### src/rtl/dcc_pkg.sv
// Shared types and constants for the DCC track H-bridge driver.
// Gate vectors are ordered {ha, la, hb, lb}.
package dcc_pkg;

  typedef enum logic [2:0] {
    ST_OFF   = 3'd0,
    ST_DEAD  = 3'd1,
    ST_DRIVE = 3'd2,
    ST_RETRY = 3'd3,
    ST_LOCK  = 3'd4
  } state_t;

  localparam int DEF_DEAD_CYCLES  = 8;
  localparam int DEF_FAULT_FILT   = 16;
  localparam int DEF_RETRY_CYCLES = 500000;
  localparam int DEF_MAX_RETRIES  = 3;

  localparam logic [3:0] A_POS   = 4'b1001;
  localparam logic [3:0] B_POS   = 4'b0110;
  localparam logic [3:0] ALL_OFF = 4'b0000;

endpackage

### src/rtl/dcc_hbridge_driver_if.sv
// Control/status bundle between the track generator side
// and the H-bridge driver.
interface dcc_hbridge_driver_if;

  logic       enable;
  logic       track_in;
  logic       oc_fault;
  logic       fault_clear;
  logic       gate_ha;
  logic       gate_la;
  logic       gate_hb;
  logic       gate_lb;
  logic       driving;
  logic       fault_latched;
  logic [1:0] retry_count;

  modport master (
    output enable, track_in, oc_fault, fault_clear,
    input  gate_ha, gate_la, gate_hb, gate_lb,
    input  driving, fault_latched, retry_count
  );

  modport slave (
    input  enable, track_in, oc_fault, fault_clear,
    output gate_ha, gate_la, gate_hb, gate_lb,
    output driving, fault_latched, retry_count
  );

endinterface

### src/rtl/dcc_fault_filter.sv
// Over-current comparator synchroniser and debounce.
// Emits a one-cycle fault_evt after FAULT_FILT synced-high cycles.
module dcc_fault_filter #(
  parameter int FAULT_FILT = 16
) (
  input  logic pclk,
  input  logic reset,
  input  logic oc_fault,
  input  logic filt_en,
  output logic fault_evt
);

  localparam int FW = $clog2(FAULT_FILT + 1);

  logic          s1;
  logic          s2;
  logic [FW-1:0] cnt;

  always_ff @(posedge pclk) begin
    if (reset) begin
      s1        <= 1'b0;
      s2        <= 1'b0;
      cnt       <= '0;
      fault_evt <= 1'b0;
    end else begin
      s1        <= oc_fault;
      s2        <= s1;
      fault_evt <= 1'b0;
      if (!filt_en || !s2) begin
        cnt <= '0;
      end else if (cnt == FW'(FAULT_FILT - 1)) begin
        cnt       <= '0;
        fault_evt <= 1'b1;
      end else begin
        cnt <= cnt + 1'b1;
      end
    end
  end

endmodule

### src/rtl/dcc_hbridge_driver.sv
// H-bridge gate driver: dead time, fault shutdown with
// timed retry, and lockout after repeated faults.
import dcc_pkg::*;

module dcc_hbridge_driver #(
  parameter int DEAD_CYCLES  = DEF_DEAD_CYCLES,
  parameter int FAULT_FILT   = DEF_FAULT_FILT,
  parameter int RETRY_CYCLES = DEF_RETRY_CYCLES,
  parameter int MAX_RETRIES  = DEF_MAX_RETRIES
) (
  input logic                 pclk,
  input logic                 reset,
  dcc_hbridge_driver_if.slave bus
);

  localparam int DW = $clog2(DEAD_CYCLES + 1);
  localparam int RW = $clog2(RETRY_CYCLES + 1);

  state_t        state_q;
  state_t        state_d;
  state_t        fault_st;
  logic          p_q;
  logic          p_d;
  logic [3:0]    gates_q;
  logic [3:0]    gate_d;
  logic          driving_q;
  logic          latched_q;
  logic [1:0]    rc_q;
  logic [DW-1:0] dead_cnt;
  logic [RW-1:0] retry_cnt;
  logic [RW-1:0] hlth_cnt;
  logic          fault_evt;
  logic          filt_en;
  logic          dead_done;
  logic          retry_done;
  logic          in_drive;
  logic          hlth_done;
  logic          fault_hit;

  assign filt_en = (state_q == ST_DEAD) ||
                   (state_q == ST_DRIVE);

  dcc_fault_filter #(
    .FAULT_FILT (FAULT_FILT)
  ) u_filt (
    .pclk      (pclk),
    .reset     (reset),
    .oc_fault  (bus.oc_fault),
    .filt_en   (filt_en),
    .fault_evt (fault_evt)
  );

  assign dead_done  = dead_cnt == DW'(DEAD_CYCLES - 1);
  assign retry_done = retry_cnt == RW'(RETRY_CYCLES - 1);
  assign fault_st   = ((int'(rc_q) + 1) > MAX_RETRIES) ?
                      ST_LOCK : ST_RETRY;

  always_comb begin
    state_d = state_q;
    unique case (state_q)
      ST_OFF: begin
        if (bus.enable) state_d = ST_DEAD;
      end
      ST_DEAD: begin
        if (!bus.enable)     state_d = ST_OFF;
        else if (fault_evt)  state_d = fault_st;
        else if (dead_done)  state_d = ST_DRIVE;
      end
      ST_DRIVE: begin
        if (!bus.enable)     state_d = ST_OFF;
        else if (fault_evt)  state_d = fault_st;
        else if (bus.track_in != p_q)
          state_d = ST_DEAD;
      end
      ST_RETRY: begin
        if (!bus.enable)     state_d = ST_OFF;
        else if (retry_done) state_d = ST_DEAD;
      end
      ST_LOCK: begin
        if (bus.fault_clear) state_d = ST_OFF;
      end
      default: state_d = ST_OFF;
    endcase
  end

  always_comb begin
    p_d = p_q;
    if (state_q == ST_DEAD && state_d == ST_DRIVE)
      p_d = bus.track_in;
    gate_d = ALL_OFF;
    if (state_d == ST_DRIVE)
      gate_d = p_d ? A_POS : B_POS;
  end

  assign in_drive  = (state_q == ST_DRIVE) &&
                     (state_d == ST_DRIVE);
  assign hlth_done = in_drive &&
                     (hlth_cnt == RW'(RETRY_CYCLES - 1));
  assign fault_hit = filt_en &&
                     ((state_d == ST_RETRY) ||
                      (state_d == ST_LOCK));

  always_ff @(posedge pclk) begin
    if (reset) begin
      state_q   <= ST_OFF;
      p_q       <= 1'b0;
      gates_q   <= ALL_OFF;
      driving_q <= 1'b0;
      latched_q <= 1'b0;
      rc_q      <= '0;
      dead_cnt  <= '0;
      retry_cnt <= '0;
      hlth_cnt  <= '0;
    end else begin
      state_q   <= state_d;
      p_q       <= p_d;
      gates_q   <= gate_d;
      driving_q <= state_d == ST_DRIVE;
      latched_q <= state_d == ST_LOCK;
      dead_cnt  <= (state_q == ST_DEAD &&
                    state_d == ST_DEAD) ?
                   dead_cnt + 1'b1 : '0;
      retry_cnt <= (state_q == ST_RETRY &&
                    state_d == ST_RETRY) ?
                   retry_cnt + 1'b1 : '0;
      // Polarity dead time pauses the healthy timer.
      if (in_drive)
        hlth_cnt <= hlth_done ? '0 : hlth_cnt + 1'b1;
      else if (state_d != ST_DEAD && state_d != ST_DRIVE)
        hlth_cnt <= '0;
      if (fault_hit)
        rc_q <= (rc_q == 2'd3) ? rc_q : rc_q + 1'b1;
      else if (state_q == ST_LOCK && state_d == ST_OFF)
        rc_q <= '0;
      else if (hlth_done)
        rc_q <= '0;
    end
  end

  assign bus.gate_ha       = gates_q[3];
  assign bus.gate_la       = gates_q[2];
  assign bus.gate_hb       = gates_q[1];
  assign bus.gate_lb       = gates_q[0];
  assign bus.driving       = driving_q;
  assign bus.fault_latched = latched_q;
  assign bus.retry_count   = rc_q;

endmodule
### src/flat_wrapper.sv
// flat-port wrapper written by rule: the top's interface ports become plain ports
module dcc_hbridge_driver_flat 
#(
  parameter int DEAD_CYCLES  = DEF_DEAD_CYCLES,
  parameter int FAULT_FILT   = DEF_FAULT_FILT,
  parameter int RETRY_CYCLES = DEF_RETRY_CYCLES,
  parameter int MAX_RETRIES  = DEF_MAX_RETRIES
)
  (pclk, reset, bus_enable, bus_track_in, bus_oc_fault, bus_fault_clear, bus_gate_ha, bus_gate_la, bus_gate_hb, bus_gate_lb, bus_driving, bus_fault_latched, bus_retry_count);
  dcc_hbridge_driver_if bus_i ();
  input logic pclk;
  input logic reset;
  input wire logic [$bits(bus_i.enable)-1:0] bus_enable;
  input wire logic [$bits(bus_i.track_in)-1:0] bus_track_in;
  input wire logic [$bits(bus_i.oc_fault)-1:0] bus_oc_fault;
  input wire logic [$bits(bus_i.fault_clear)-1:0] bus_fault_clear;
  output wire logic [$bits(bus_i.gate_ha)-1:0] bus_gate_ha;
  output wire logic [$bits(bus_i.gate_la)-1:0] bus_gate_la;
  output wire logic [$bits(bus_i.gate_hb)-1:0] bus_gate_hb;
  output wire logic [$bits(bus_i.gate_lb)-1:0] bus_gate_lb;
  output wire logic [$bits(bus_i.driving)-1:0] bus_driving;
  output wire logic [$bits(bus_i.fault_latched)-1:0] bus_fault_latched;
  output wire logic [$bits(bus_i.retry_count)-1:0] bus_retry_count;
  assign bus_i.enable = bus_enable;
  assign bus_i.track_in = bus_track_in;
  assign bus_i.oc_fault = bus_oc_fault;
  assign bus_i.fault_clear = bus_fault_clear;
  assign bus_gate_ha = bus_i.gate_ha;
  assign bus_gate_la = bus_i.gate_la;
  assign bus_gate_hb = bus_i.gate_hb;
  assign bus_gate_lb = bus_i.gate_lb;
  assign bus_driving = bus_i.driving;
  assign bus_fault_latched = bus_i.fault_latched;
  assign bus_retry_count = bus_i.retry_count;
  dcc_hbridge_driver #(.DEAD_CYCLES(DEAD_CYCLES), .FAULT_FILT(FAULT_FILT), .RETRY_CYCLES(RETRY_CYCLES), .MAX_RETRIES(MAX_RETRIES)) u_core (.pclk(pclk), .reset(reset), .bus(bus_i));
endmodule
### config.mk
export PLATFORM = sky130hd
export DESIGN_NAME = dcc_hbridge_driver_flat
export DESIGN_NICKNAME = d
export VERILOG_FILES = /design/src/rtl/dcc_pkg.sv /design/src/rtl/dcc_hbridge_driver_if.sv /design/src/rtl/dcc_fault_filter.sv /design/src/rtl/dcc_hbridge_driver.sv /design/src/flat_wrapper.sv
export SDC_FILE = /design/constraint.sdc
export NUM_CORES = 1
export LEC_CHECK = 0
export CAP_MARGIN = 30
export CORE_MARGIN = 2
export CORE_UTILIZATION = 57
export CTS_CLUSTER_SIZE = 28
export DETAILED_ROUTE_END_ITERATION = 10
export DONT_BUFFER_PORTS = 1
export PLACE_DENSITY_LB_ADDON = 0.15
export SLEW_MARGIN = 10
export SYNTH_ARGS = -nofsm -noshare
export SYNTH_HDL_FRONTEND = slang
export SYNTH_HIERARCHICAL = 1
export SYNTH_SLANG_ARGS = --single-unit
### constraint.sdc
create_clock -name pclk -period 5.8 [get_ports pclk]
set_clock_uncertainty 0.1 [all_clocks]
set_input_delay 1.16 -clock pclk [delete_from_list [all_inputs] [get_ports pclk]]
set_output_delay 1.16 -clock pclk [all_outputs]
set_load 0.05 [all_outputs]
==> flow_metrics.py <==
metrics = {
    "outcome": {
        "status": "finished, final reports clean",
    },
    "timing": {
        "whs_ps": 344,
        "final.period_utilization_pct": 46.1,
        "setup-tns-final_ps": 0,
        "worst_slew_pin_slew_ps": 938,
        "rsz0062_at_grt": "false",
        "fin_ws_ps": 3130,
        "drv_slew": 0,
        "setup_viol": 0,
        "hold_viol_final": 0,
        "max_freq_mhz": 374,
        "relSlewSlack_pct": 37.4,
        "period_needed_ps": 2670,
    },
    "synth": {
        "ys.flop_type": "dfxtp_1",
        "ys_types": 51,
        "netlist_area_um2": 2840,
        "synth.area.top_cells": "dfxtp_1, nor2_1, a221o_1",
        "yosysWarnings": 6,
        "synth_edf_count": 0,
        "synthArstFlopShare_pct": 0,
        "synth_top_area_share_pct": 42.3,
        "synthCells": 313,
        "synthesis.nets": 326,
        "syn_area_per_cell_um2": 9.07,
        "ys_seq_area_share_pct": 42.3,
        "synth-seq-cells": 60,
        "synth_top_area_cell": "dfxtp_1",
    },
    "place": {
        "place_congestion": 0.847,
        "place_area_um2": 2860,
        "numPlacedInstances": 371,
        "io_buffers": 0,
        "hpwl_um": 3340,
        "pre_cts_slack_ps": 2780,
    },
    "layout": {
        "num-nets-final": 328,
        "instances_no_fill": 387,
        "finalInstanceArea_um2": 3060,
        "fillCellCount": 408,
        "final_core_util_pct": 64.3,
        "mostFrequentLayoutCells": "dfxtp_1, nor2_1, nand3_1",
        "seqCellArea_um2": 1200,
        "diodes": 0,
        "final_common_cell": "dfxtp_1",
        "multi_input_area_um2": 1540,
        "syn2layout_area_growth_pct": 7.76,
        "drive_above_1_share_pct": 9.06,
    },
    "route": {
        "firstDrtPassIters": 4,
        "drc_errors": 0,
        "via_count": 2170,
        "drt_iter0_markers": 94,
        "drtAntennaViolNets": 0,
        "wire_per_inst_um": 13.3,
        "vias_per_cell": 5.61,
        "wl_um": 5160,
    },
    "worst_hold_path": {
        "hold_path.class": "reg -> reg",
    },
    "clock_network": {
        "post_cts_buffers": 0,
        "cts_made_buffers": 9,
        "cts.path.max_buffers": 2,
        "clk_pin_slew_worst_paths_ps": 70,
        "postCtsHoldBufs": 0,
        "cts.sinks": 60,
        "cts.repair.resized": 0,
        "clk_root_buffer_cell": "clkbuf_8",
        "htree_levels": 3,
        "clock_latency_ps": 340,
        "cts_tree": "built",
    },
    "floorplanning": {
        "die_h_um": 74.6,
        "rows": 25,
        "dieArea_um2": 5560,
        "die_w_um": 74.6,
        "io_pins": 14,
        "start_util_pct": 59.7,
        "core-area_um2": 4750,
    },
    "global_routing": {
        "grt_pass1_vias": 1938,
        "grt_usage_pct": 20.2,
        "grt_max_degree": 34,
        "grt_pass1_wl_um": 8540,
        "antenna_found_initial": 0,
        "grt_overflow": 0,
    },
    "setup_path": {
        "startpoint_type": "primary input",
        "worstPathArrival_ps": 2800,
        "critPathMaxFanout": 19,
        "cp-end-kind": "flop",
        "crit_required_ps": 5920,
        "worstSetupPathType": "in -> reg",
    },
    "job": {
        "drv_cap": 0,
    },
    "power_and_ir_drop": {
        "ir_drop_mv": 0.203,
        "power_mw": 0.809,
        "power_density_nw_per_um2": 265,
        "p_leak_nw": 1.21,
    },
}
==> power breakdown <==
part           total (mW)  internal, mW  switching (mW)
registers           0.414         0.413         0.00131
clock network       0.380         0.209           0.171
logic              0.0146       0.00568         0.00897
total               0.809         0.628           0.181
==> registers in the layout, indices dropped and copies added (netlist names), 2 cells and up <==
register / cells
u_core/hlth_cnt: 19
u_core/retry_cnt: 19
u_core/u_filt/cnt: 5
u_core/dead_cnt: 4
u_core/state_q: 3
u_core/bus.retry_count: 2
u_core/gates_q: 2
==> logic make-up after synthesis <==
kind of cell    count (synthesis)  synth area share (%)
flops                          60                  42.3
buf+inv                        17                  3.35
mux                             6                  2.34
compound gates                 34                  10.8
xor+xnor                       25                  7.72
simple gates                  164                  30.3
fa+ha+maj                       7                  3.09
==> Yosys cell counts, drive strengths merged (3+ instances only) <==
master   n
nand2   19
and3b    5
nand4    6
or3      3
buf      7
dfxtp   60
nor2    56
xor2    14
and3    21
nand3   23
mux2i    4
nor2b    6
nor3     6
xnor2   11
inv      8
nor3b    4
a221o   14
nor4     3
ha       7
==> layer usage <==
| metal | global-route usage (%) | vias to the layer above | share of wire [%] |
|---|---|---|---|
| met5 | 0 | - | 0 |
| met4 | 10.1 | 0 | 1.9 |
| met3 | 4.74 | 9 | 2.3 |
| met2 | 32.4 | 18 | 46 |
| met1 | 25.6 | 1022 | 50 |
| li1 | - | 1121 | - |
==> cell type report <==
cell class	count	share of cell area, %
clock buffers	10	4.50
multi-input cells	236	50.4
flip-flops and latches	60	39.3
clock inverters	6	2.09
inverters	8	0.982
well taps	67	2.74
==> critical path, stage by stage <==
cell and delay (ps):
nor2b_1 250, nand3_1 140, a21oi_2 310, nor2_1 130, mux2_4 430, a221o_1 370
==> worst paths after layout <==
kind,cells past startpoint,endpoint,start,slack (ps)
setup reg to reg,7,u_core/hlth_cnt[6],u_core/retry_cnt[0],3180
hold / removal,1,u_core/u_filt/cnt[0],u_core/u_filt/cnt[0],340
hold reg to reg,1,u_core/u_filt/cnt[0],u_core/u_filt/cnt[0],340
setup / recovery,6,u_core/hlth_cnt[6],bus_enable,3130
(Power assumes the default switching activity.)
